$ cat src/rtl/tlp_pkg.sv
// Shared TLP definitions: fmt/type codes, DW0 field positions, receive FSM states.
package tlp_pkg;

    localparam logic [2:0] FMT_3DW_NODATA = 3'b000;
    localparam logic [2:0] FMT_4DW_NODATA = 3'b001;
    localparam logic [2:0] FMT_3DW_DATA   = 3'b010;
    localparam logic [2:0] FMT_4DW_DATA   = 3'b011;
    localparam logic [2:0] FMT_PREFIX     = 3'b100;

    // Read/write pairs share a type code; fmt tells them apart.
    localparam logic [4:0] TYPE_MRD      = 5'b00000;
    localparam logic [4:0] TYPE_MWR      = 5'b00000;
    localparam logic [4:0] TYPE_IORD     = 5'b00010;
    localparam logic [4:0] TYPE_IOWR     = 5'b00010;
    localparam logic [4:0] TYPE_CFG0     = 5'b00100;
    localparam logic [4:0] TYPE_CFG1     = 5'b00101;
    localparam logic [4:0] TYPE_MSG      = 5'b10000; // low 3 bits carry routing
    localparam logic [4:0] TYPE_CPL      = 5'b01010;
    localparam logic [4:0] TYPE_CPLD     = 5'b01010;
    localparam logic [4:0] TYPE_FETCHADD = 5'b01100;
    localparam logic [4:0] TYPE_SWAP     = 5'b01101;
    localparam logic [4:0] TYPE_CAS      = 5'b01110;

    localparam int DW0_FMT_LSB  = 29;
    localparam int DW0_TYPE_LSB = 24;
    localparam int DW0_TC_LSB   = 20;
    localparam int DW0_ATTR2    = 18;
    localparam int DW0_TH       = 16;
    localparam int DW0_TD       = 15;
    localparam int DW0_EP       = 14;
    localparam int DW0_ATTR_LSB = 12;

    typedef enum logic [2:0] {
        ST_IDLE, ST_HDR1, ST_HDR2, ST_HDR3, ST_HOLD, ST_PAYLOAD, ST_DIGEST, ST_DROP
    } state_e;

    // Length field of 0 encodes the maximum of 1024 DW.
    function automatic logic [10:0] len_to_dw(input logic [9:0] len);
        return (len == 10'd0) ? 11'd1024 : {1'b0, len};
    endfunction

    // Prefixes and any fmt/type pair outside the supported set are rejected.
    function automatic logic is_unsupported(input logic [2:0] fmt, input logic [4:0] typ);
        logic ok;
        ok = 1'b0;
        if (typ == TYPE_MRD || typ == TYPE_MWR)
            ok = (fmt[2] == 1'b0);
        else if (typ == TYPE_IORD || typ == TYPE_IOWR || typ == TYPE_CFG0 ||
                 typ == TYPE_CFG1 || typ == TYPE_CPL  || typ == TYPE_CPLD)
            ok = (fmt == FMT_3DW_NODATA) || (fmt == FMT_3DW_DATA);
        else if (typ[4:3] == TYPE_MSG[4:3])
            ok = (fmt == FMT_4DW_NODATA) || (fmt == FMT_4DW_DATA);
        else if (typ == TYPE_FETCHADD || typ == TYPE_SWAP || typ == TYPE_CAS)
            ok = (fmt == FMT_3DW_DATA) || (fmt == FMT_4DW_DATA);
        return (fmt == FMT_PREFIX) || !ok;
    endfunction

endpackage

$ cat src/rtl/tlp_rid_decode.sv
// Requester ID split into bus/device/function, ARI or legacy layout.
module tlp_rid_decode (
    input  logic        ari_enabled,
    input  logic [15:0] rid,
    output logic [7:0]  bus,
    output logic [4:0]  dev,
    output logic [7:0]  fnc
);

    // ARI folds the device number into an 8-bit function number.
    always_comb begin
        bus = rid[15:8];
        if (ari_enabled) begin
            dev = 5'd0;
            fnc = rid[7:0];
        end else begin
            dev = rid[7:3];
            fnc = {5'b0, rid[2:0]};
        end
    end

endmodule

$ cat src/rtl/tlp_rx_hdr_parser.sv
// Inbound TLP header parser: captures 3DW/4DW header, forwards payload,
// strips ECRC, flags malformed/unsupported TLPs and keeps statistics.
module tlp_rx_hdr_parser
    import tlp_pkg::*;
#(
    parameter int MAX_PAYLOAD_DW = 1024,
    parameter int CNT_W          = 16
) (
    input  logic             clk,
    input  logic             rst,
    input  logic             ari_enabled,
    input  logic [31:0]      in_data,
    input  logic             in_valid,
    input  logic             in_sop,
    input  logic             in_eop,
    output logic             in_ready,
    output logic             hdr_valid,
    input  logic             hdr_ready,
    output logic [2:0]       hdr_fmt,
    output logic [4:0]       hdr_type,
    output logic [2:0]       hdr_tc,
    output logic             hdr_th,
    output logic             hdr_td,
    output logic             hdr_ep,
    output logic [2:0]       hdr_attr,
    output logic [10:0]      hdr_len_dw,
    output logic             hdr_is_4dw,
    output logic             hdr_has_data,
    output logic [7:0]       req_bus,
    output logic [4:0]       req_dev,
    output logic [7:0]       req_fnc,
    output logic [7:0]       hdr_tag,
    output logic [7:0]       hdr_be,
    output logic [63:0]      hdr_addr,
    output logic [31:0]      pl_data,
    output logic             pl_valid,
    output logic             pl_last,
    input  logic             pl_ready,
    output logic [31:0]      ecrc,
    output logic             err_malformed,
    output logic             err_unsupported,
    output logic [CNT_W-1:0] pkt_count,
    output logic [CNT_W-1:0] err_count
);

    state_e      state_q, state_d;
    logic        en_q;
    logic [31:0] dw0_q, dw1_q, dw2_q;
    logic [31:2] dw3_q;
    logic [10:0] cnt_q;
    logic        acc, hdr_end;
    logic        cap0, cap1, cap2, cap3, cap_ecrc, hdr_set, hdr_clr, ld_cnt, dec_cnt;
    logic        mal_d, uns_d, done_d;
    logic        q_has_data, q_is_4dw, q_td, in_unsup, in_len_bad;
    logic [7:0]  rid_bus, rid_fnc;
    logic [4:0]  rid_dev;
    logic        unused_bits;

    assign acc        = in_valid && in_ready;
    assign q_has_data = dw0_q[DW0_FMT_LSB+1];
    assign q_is_4dw   = dw0_q[DW0_FMT_LSB];
    assign q_td       = dw0_q[DW0_TD];
    assign in_unsup   = is_unsupported(in_data[DW0_FMT_LSB +: 3], in_data[DW0_TYPE_LSB +: 5]);
    assign in_len_bad = in_data[DW0_FMT_LSB+1] &&
                        (32'(len_to_dw(in_data[9:0])) > MAX_PAYLOAD_DW);
    assign unused_bits = ^{dw0_q[23], dw0_q[19], dw0_q[17], dw0_q[11:10]};

    tlp_rid_decode u_rid (
        .ari_enabled (ari_enabled),
        .rid         (dw1_q[31:16]),
        .bus         (rid_bus),
        .dev         (rid_dev),
        .fnc         (rid_fnc)
    );

    // State register.
    always_ff @(posedge clk or negedge rst) begin
        if (!rst) state_q <= ST_IDLE;
        else      state_q <= state_d;
    end

    // Next state plus per-DW capture strobes and error/completion events.
    always_comb begin
        state_d = state_q;
        {cap0, cap1, cap2, cap3, cap_ecrc, hdr_set, hdr_clr, ld_cnt, dec_cnt} = '0;
        {mal_d, uns_d, done_d, hdr_end} = '0;
        if (acc && in_sop) begin
            // A start-of-packet always restarts parsing from this DW.
            mal_d = (state_q != ST_IDLE);
            cap0  = 1'b1;
            if (in_unsup) begin
                uns_d   = 1'b1;
                state_d = in_eop ? ST_IDLE : ST_DROP;
            end else if (in_eop) begin
                mal_d   = 1'b1;
                state_d = ST_IDLE;
            end else if (in_len_bad) begin
                mal_d   = 1'b1;
                state_d = ST_DROP;
            end else begin
                state_d = ST_HDR1;
            end
        end else if (acc) begin
            case (state_q)
                ST_HDR1: begin
                    cap1 = 1'b1;
                    if (in_eop) begin mal_d = 1'b1; state_d = ST_IDLE; end
                    else state_d = ST_HDR2;
                end
                ST_HDR2: begin
                    cap2 = 1'b1;
                    if (!q_is_4dw) hdr_end = 1'b1;
                    else if (in_eop) begin mal_d = 1'b1; state_d = ST_IDLE; end
                    else state_d = ST_HDR3;
                end
                ST_HDR3: begin
                    cap3    = 1'b1;
                    hdr_end = 1'b1;
                end
                ST_PAYLOAD: begin
                    dec_cnt = 1'b1;
                    if (cnt_q == 11'd1) begin
                        if (q_td) begin
                            if (in_eop) begin mal_d = 1'b1; state_d = ST_IDLE; end
                            else state_d = ST_DIGEST;
                        end else if (in_eop) begin
                            done_d  = 1'b1;
                            state_d = ST_IDLE;
                        end else begin
                            mal_d   = 1'b1;
                            state_d = ST_DROP;
                        end
                    end else if (in_eop) begin
                        mal_d   = 1'b1;
                        state_d = ST_IDLE;
                    end
                end
                ST_DIGEST: begin
                    cap_ecrc = 1'b1;
                    if (in_eop) begin done_d = 1'b1; state_d = ST_IDLE; end
                    else begin mal_d = 1'b1; state_d = ST_DROP; end
                end
                ST_DROP: if (in_eop) state_d = ST_IDLE;
                default: ;
            endcase
        end else if (state_q == ST_HOLD && hdr_valid && hdr_ready) begin
            hdr_clr = 1'b1;
            if (q_has_data) begin
                ld_cnt  = 1'b1;
                state_d = ST_PAYLOAD;
            end else if (q_td) begin
                state_d = ST_DIGEST;
            end else begin
                done_d  = 1'b1;
                state_d = ST_IDLE;
            end
        end
        // Last header DW: eop must land exactly where the header says the TLP ends.
        if (hdr_end) begin
            if (q_has_data || q_td) begin
                if (in_eop) begin mal_d = 1'b1; state_d = ST_IDLE; end
                else begin hdr_set = 1'b1; state_d = ST_HOLD; end
            end else if (in_eop) begin
                hdr_set = 1'b1;
                state_d = ST_HOLD;
            end else begin
                mal_d   = 1'b1;
                state_d = ST_DROP;
            end
        end
    end

    // Stream-side outputs: payload is a zero-latency pass-through.
    always_comb begin
        in_ready = 1'b0;
        pl_valid = 1'b0;
        pl_data  = '0;
        pl_last  = 1'b0;
        case (state_q)
            ST_HOLD: in_ready = 1'b0;
            ST_PAYLOAD: begin
                in_ready = pl_ready;
                pl_valid = in_valid && !in_sop;
                pl_data  = in_data;
                pl_last  = pl_valid && ((cnt_q == 11'd1) || in_eop);
            end
            default: in_ready = 1'b1;
        endcase
        in_ready = in_ready && en_q;
    end

    // Header fields, driven only while the header is being offered.
    always_comb begin
        {hdr_fmt, hdr_type, hdr_tc, hdr_th, hdr_td, hdr_ep, hdr_attr} = '0;
        {hdr_len_dw, hdr_is_4dw, hdr_has_data} = '0;
        {req_bus, req_dev, req_fnc, hdr_tag, hdr_be, hdr_addr} = '0;
        if (hdr_valid) begin
            hdr_fmt      = dw0_q[DW0_FMT_LSB +: 3];
            hdr_type     = dw0_q[DW0_TYPE_LSB +: 5];
            hdr_tc       = dw0_q[DW0_TC_LSB +: 3];
            hdr_th       = dw0_q[DW0_TH];
            hdr_td       = q_td;
            hdr_ep       = dw0_q[DW0_EP];
            hdr_attr     = {dw0_q[DW0_ATTR2], dw0_q[DW0_ATTR_LSB +: 2]};
            hdr_len_dw   = len_to_dw(dw0_q[9:0]);
            hdr_is_4dw   = q_is_4dw;
            hdr_has_data = q_has_data;
            req_bus      = rid_bus;
            req_dev      = rid_dev;
            req_fnc      = rid_fnc;
            hdr_tag      = dw1_q[15:8];
            hdr_be       = dw1_q[7:0];
            hdr_addr     = q_is_4dw ? {dw2_q, dw3_q, 2'b00} : {32'b0, dw2_q[31:2], 2'b00};
        end
    end

    // Header/digest capture, payload down-counter, error pulses, statistics.
    always_ff @(posedge clk or negedge rst) begin
        if (!rst) begin
            en_q            <= 1'b0;
            dw0_q           <= '0;
            dw1_q           <= '0;
            dw2_q           <= '0;
            dw3_q           <= '0;
            cnt_q           <= '0;
            hdr_valid       <= 1'b0;
            ecrc            <= '0;
            err_malformed   <= 1'b0;
            err_unsupported <= 1'b0;
            pkt_count       <= '0;
            err_count       <= '0;
        end else begin
            en_q <= 1'b1;
            if (cap0)     dw0_q <= in_data;
            if (cap1)     dw1_q <= in_data;
            if (cap2)     dw2_q <= in_data;
            if (cap3)     dw3_q <= in_data[31:2];
            if (cap_ecrc) ecrc  <= in_data;
            if (hdr_set)      hdr_valid <= 1'b1;
            else if (hdr_clr) hdr_valid <= 1'b0;
            if (ld_cnt)       cnt_q <= len_to_dw(dw0_q[9:0]);
            else if (dec_cnt) cnt_q <= cnt_q - 11'd1;
            err_malformed   <= mal_d;
            err_unsupported <= uns_d;
            if ((mal_d || uns_d) && (err_count != {CNT_W{1'b1}}))
                err_count <= err_count + 1'b1;
            if (done_d && (pkt_count != {CNT_W{1'b1}}))
                pkt_count <= pkt_count + 1'b1;
        end
    end

endmodule

$ cat config.mk
export PLATFORM = sky130hd
export DESIGN_NAME = tlp_rx_hdr_parser
export DESIGN_NICKNAME = d
export VERILOG_FILES = /design/src/rtl/tlp_pkg.sv /design/src/rtl/tlp_rid_decode.sv /design/src/rtl/tlp_rx_hdr_parser.sv
export SDC_FILE = /design/constraint.sdc
export NUM_CORES = 1
export LEC_CHECK = 0
export ABC_AREA = 1
export ABC_CLOCK_PERIOD_IN_PS = 3400
export BUFFER_PORTS_ARGS = -buffer_cell sky130_fd_sc_hd__buf_2
export CAP_MARGIN = 5
export CORE_ASPECT_RATIO = 1.5
export CORE_UTILIZATION = 55
export DETAILED_ROUTE_END_ITERATION = 10
export PLACE_DENSITY = 0.93
export SETUP_SLACK_MARGIN = 0.3
export SYNTH_ARGS = -nofsm -noshare
export SYNTH_HDL_FRONTEND = slang
export SYNTH_SLANG_ARGS = --single-unit
$ cat constraint.sdc
create_clock -name clk -period 3.4 [get_ports clk]
set_input_delay 0.68 -clock clk [delete_from_list [all_inputs] [get_ports clk]]
set_output_delay 0.68 -clock clk [all_outputs]
set_load 0.005 [all_outputs]
==> results.toml, run 1 <==
[min_path]
hp-class = "in -> async"

[final_layout]
final_nets = 1607
regArea_um2 = 5080
antennaDiodeCount = 0
final_core_util = 0.687
layout_common_cells = "341 x nand2_1, 269 x buf_2, 202 x dfrtp_1, 173 x inv_1, 151 x o21ai_0"
multi_input_area_um2 = 4090
fin_cells = 1791
fillCellCount = 1415
drive_above_1_share = 0.223
area_growth_pct = 22.2
final_common_cell = "nand2_1"

[worst_setup_path]
crit_path_end = "hdr_addr[15]"
critPathArrivalTime_ns = 2.20
rr_startpoint = "state_q[1]"
critical-path-max-stage-delay_ns = 0.41
rr_worst_depth = 8
endpoint_kind = "output port"
crit_path_start_kind = "flop"
path_cells = "clkinv_1, buf_4, o21ai_0, a21oi_1, buf_2"
crit_start = "dw0_q[29]"
criticalPathCategory = "reg -> out"
slowest_stage = "dfrtp_1"
critPathRequiredTime_ns = 2.72
crit_fanout = 46
ff2ff_setup_slack_ns = 0.72
rr_endpoint = "dw3_q[15]"

[routing]
finalWirelength_mm = 29.3
dr.pass1.iters = 5
drt-vias-per-instance = 5.44
drtIter0Drc = 825
wl_met2_mm = 15.2
met1_length_mm = 11.1
antenna_left = 0
met3WireLength_mm = 1.92
highest_layer = "met4"
post_drt_wl_per_cell_um = 16.4
drc = 0
via_count = 9751

[floorplanning]
die_w_um = 113
die-area_um2 = 19000
die_h_um = 168
coreArea_um2 = 18000
initial_core_util = 0.562
io_pins = 273
rows = 60

[synth]
synthCells = 1311
synth_area_um2 = 10100
synth.distinct_cells = 42
yosysWarnings = 0
syn_area_per_cell_um2 = 7.72
synth-seq-area-share = 0.502
ys_ff_latch = 203

[sta]
finalHoldWorstSlack_ns = 0.179
slew_headroom = 0.316
rsz0062_at_grt = "no"
tightest_slew_ns = 1.02
final.period_utilization = 0.848
fin_setup_tns_ns = 0
finalMaxSlewViolations = 0
finClkSkew_ns = 0.0121
hold_viol_final = 0
worst_slack_ns = 0.517
fmax_mhz = 347
min_period_ns = 2.88
setup_viol = 0

[placement]
io_buffers = 270
place_inst = 1753
post-place-ws_ns = 0.822
hpwl_mm = 20.4
gp_congestion = 0.926

[flow_run]
maxCapViolations = 0

[clock_network]
clk_latency_ns = 0.50
numCtsBuffers = 21
cts_max_level = 1
cts_root_buffer = "clkbuf_16"
hold_buffers = 0
cts.path.max_buffers = 3
clock-sinks = 203
cts_resized = 0
cts_tree = "built"
path_clk_slew_ns = 0.06
cts_setup_buffers = 0

[grt]
grtUsageTotal = 0.309
grt_overflow = 0
antenna_found_initial = 0
grt_start_max_net_pins = 88
grt_pass1_wl_mm = 46.9
first_global_vias = 9467

[outcome]
outcome = "finished clean"

[pwr]
p_leak_uw = 0.00692
power_density_nw_per_um2 = 810
peakVddDrop_mv = 0.607
==> cell families after synthesis <==
| group | after synthesis | synth area share |
|---|---|---|
| simple gates | 560 | 0.232 |
| buf+inv | 244 | 0.0958 |
| other cells | 2 | 0.000742 |
| compound gates | 264 | 0.134 |
| fa+ha+maj | 8 | 0.00989 |
| flops | 203 | 0.502 |
| xor+xnor | 30 | 0.0259 |
==> sequential cells by signal, summed over array words and instances, names as in the netlist, 3 cells and up <==
signal     count
dw1_q         32
cnt_q         11
state_q        3
err_count     16
dw2_q         32
dw0_q         27
dw3_q         30
ecrc          32
pkt_count     16
==> layer usage <==
metal / up-vias / global-route usage
li1: 4622 / -
met2: 439 / 0.549
met4: 0 / 0.143
met1: 4610 / 0.369
met5: - / 0
met3: 80 / 0.0432
==> Yosys cell counts (all sizes together) <==
cell type    n  area share
nand2      348        0.13
o21ai      209        0.10
dfrtp      203        0.50
inv        181       0.067
nor2       126       0.052
nand3       50       0.026
a21oi       43       0.021
clkbuf      43       0.016
xor2        23       0.020
buf         19       0.012
nor3        17      0.0089
nand4       10      0.0083
ha           8      0.0099
xnor2        7      0.0061
nor4         6      0.0037
o211ai       4      0.0030
conb         2     0.00074
o221ai       2      0.0017
a21boi       1     0.00074
a31oi        1     0.00062
clkinv       1     0.00037
nand3b       1     0.00074
nor3b        1     0.00074
o21a         1     0.00074
o22ai        1     0.00062
o311ai       1     0.00087
o31ai        1     0.00074
or2          1     0.00062
==> through the flow <==
stage | area [um^2] | total power [uW]
after floorplan | 10100 | 5980
after global routing | 12400 | 10700
final | 12400 | 10000
after global placement | 11700 | 7430
after detailed placement | 11700 | 7580
after CTS | 12400 | 10000
==> cell type report <==
cell class,count,area share
tap,217,0.0219
multi-input combinational,865,0.331
inverter,182,0.0552
timing repair buffer,286,0.124
clock buffer,28,0.0478
clock inverter,10,0.0104
sequential,203,0.410
==> how the worst min path moves through the flow <==
stage,slack (ns),from,endpoint
after global routing,0.22,rst,dw3_q[13]
after CTS,0.20,rst,dw3_q[13]
after floorplan,0.38,rst,cnt_q[0]
after detailed placement,0.47,dw3_q[26],dw3_q[26]
after global placement,0.46,dw3_q[7],dw3_q[7]
final,0.18,rst,dw1_q[17]
==> critical path: cells and delay by family, from the launching register on <==
family	cells	cell delay, ns
AOI/OAI and AO/OA	2	0.37
DFF	1	0.41
buffers and inverters	3	0.90
==> power by group <==
group	switching, uW	total, uW	leakage, uW	internal, uW
registers	655	3990	0.00264	3330
logic	2210	3610	0.00391	1400
clock network	973	2430	0.000361	1450
total	3840	10000	0.00692	6190
Power figures use the tool's default switching activity.
==> run 2, diff against run 1 <==
--- a/config.mk
+++ b/config.mk
@@ -6,13 +6,13 @@
 export NUM_CORES = 1
 export LEC_CHECK = 0
 export ABC_AREA = 1
-export ABC_CLOCK_PERIOD_IN_PS = 3400
+export ABC_CLOCK_PERIOD_IN_PS = 2600
 export BUFFER_PORTS_ARGS = -buffer_cell sky130_fd_sc_hd__buf_2
 export CAP_MARGIN = 5
 export CORE_ASPECT_RATIO = 1.5
-export CORE_UTILIZATION = 55
+export CORE_UTILIZATION = 48
 export DETAILED_ROUTE_END_ITERATION = 10
-export PLACE_DENSITY = 0.93
+export PLACE_DENSITY = 0.87
 export SETUP_SLACK_MARGIN = 0.3
 export SYNTH_ARGS = -nofsm -noshare
 export SYNTH_HDL_FRONTEND = slang
==> constraint.sdc (replaced) <==
create_clock -name clk -period 2.6 [get_ports clk]
set_input_delay 0.52 -clock clk [delete_from_list [all_inputs] [get_ports clk]]
set_output_delay 0.52 -clock clk [all_outputs]
set_load 0.005 [all_outputs]
==> run 2 against run 1 <==
Sequential power grew 31%; utilization shrank 7.0 points; cell count grew 3.5%; clock-buffer cell count grew 3; combinational power grew 38%; first-iteration DRC count shrank 24%; largest cell class unchanged; critical path depth grew 1; die area grew 14%; critical endpoint is now pl_data[27].
==> results.toml, run 2 (synthesis gave the netlist of run 1 again) <==
[outcome]
outcome = "finished clean"

[final_layout]
final_cell_area_um2 = 12600
layout_common_cells = "338 x nand2_1, 269 x buf_2, 198 x dfrtp_1, 172 x inv_1, 150 x o21ai_0"
reg.largest.list = "dw1_q x32, dw2_q x32, ecrc x32"
antennaDiodeCount = 0
drive_above_1_share = 0.237
final_core_util = 0.617
final_common_cell = "nand2_1"
area_growth_pct = 24.9
final_nets = 1625

[sta]
tightest_slew_ns = 0.526
finalMaxSlewViolations = 0
fmax_mhz = 443
rsz0062_at_grt = "yes"
slew_headroom = 0.646
finalHoldWorstSlack_ns = 0.305
min_period_ns = 2.25
setup_viol = 0
final.period_utilization = 0.867
worst_slack_ns = 0.345
fin_setup_tns_ns = 0
hold_viol_final = 0
finClkSkew_ns = 0.0144

[clock_network]
cts_tree = "built"
clock-sinks = 203
numCtsBuffers = 20
cts_root_buffer = "clkbuf_16"
cts.path.max_buffers = 3
path_clk_slew_ns = 0.07
cts_max_level = 1
clk_latency_ns = 0.50

[pwr]
pwr-share-comb = 0.375
seq_power_share = 0.394
p_int_uw = 8230
power_density_nw_per_um2 = 1050
clkPwrFrac = 0.231
peakVddDrop_mv = 0.632
p_sw_uw = 5070
p_leak_uw = 0.00701
swShare = 0.381

[floorplanning]
die-area_um2 = 21700
coreArea_um2 = 20500
initial_core_util = 0.494
rows = 64
die_h_um = 180
io_pins = 273
die_w_um = 121

[routing]
drc = 0
finalWirelength_mm = 29.9
via_count = 9769
drtIter0Drc = 631
dr.pass1.iters = 7
post_drt_wl_per_cell_um = 16.1
antenna_left = 0
drt-vias-per-instance = 5.27

[worst_setup_path]
critPathRequiredTime_ns = 2.08
crit_path_start_kind = "flop"
criticalPathCategory = "reg -> out"
critPathArrivalTime_ns = 1.73
critical-path-max-stage-delay_ns = 0.43
endpoint_kind = "output port"
path_cells = "nand2_2, nor2_4, inv_4, buf_8, nor2_1, buf_2"
crit_fanout = 22
rr_worst_depth = 11
slowest_stage = "dfrtp_2"

[grt]
grtUsageTotal = 0.275
first_global_vias = 9316
antenna_found_initial = 0
grt_overflow = 0
grt_start_max_net_pins = 65
grt_pass1_wl_mm = 47.5

[placement]
io_buffers = 270
hpwl_mm = 20.9
post-place-ws_ns = 0.230
gp_congestion = 0.951
postPlaceCellArea_um2 = 11800

[flow_run]
maxCapViolations = 0

[min_path]
whs_path_depth = 3
hp-class = "in -> reg"
run 2: cell types whose count changed in the layout (fill, tap and decap cells not counted), moves of 3 or more:
cell / change
buf_6: +3
dfrtp_1: -4
nand2_1: -3
nand2_2: +3
clkinv_2: -5
buf_4: +12
dfrtp_2: +4
run 2: cell type report:
| class | instances | area [um^2] |
|---|---|---|
| Clock inverter | 3 | 65.1 |
| Inverter | 182 | 686 |
| Tap cell | 264 | 330 |
| Sequential cell | 203 | 5090 |
| Fill cell | 1805 | 7850 |
| Timing Repair Buffer | 305 | 1720 |
| Clock buffer | 31 | 623 |
| Multi-Input combinational cell | 865 | 4140 |
run 2: metal layers:
layer / share of wire / global-route usage / vias to the layer above
li1: - / - / 4651
met1: 0.39 / 0.342 / 4633
met2: 0.51 / 0.476 / 415
met3: 0.060 / 0.0336 / 70
met4: 0.037 / 0.121 / 0
met5: 0 / 0 / -
run 2: what timing repair did:
item	in CTS	in global routing
buffers inserted	6	1
cloned	0	0
gates resized for setup	13	14
pin swaps	1	3
setup endpoints to repair	47	46
hold buffers	1	0
endpoints found under the hold margin	1	0
run 2: stage by stage:
step	std cells	power, uW
2_1_floorplan	1312	7820
3_3_place_gp	1811	9820
3_5_place_dp	1811	10000
4_1_cts	1852	13200
5_1_grt	1853	14200
6_report	1853	13300
run 2: worst max-delay path, delay by kind of cell (launching register included):
family / cells / cell delay (ns)
buffers and inverters: 3 / 0.42
AND/OR/NAND/NOR: 3 / 0.37
flip-flops: 1 / 0.43
run 2: final timing paths:
kind	start	to	slack [ns]
setup / recovery	state_q[0]	pl_data[27]	0.35
hold / removal	in_data[15]	dw0_q[15]	0.31
setup reg to reg	state_q[2]	err_count[5]	0.41
hold reg to reg	ecrc[11]	ecrc[11]	0.48
max in group asynchronous	rst	pkt_count[4]	1.34
min in group asynchronous	rst	dw1_q[17]	0.56
run 2: power by group through the flow:
stage	combinational (uW)	sequential, uW	clock, uW
finish	4990	5230	3080
global route	5600	5370	3230
CTS	4930	5190	3120
detailed placement	4760	5250	0
global placement	4610	5210	0
floorplan	2800	5030	0
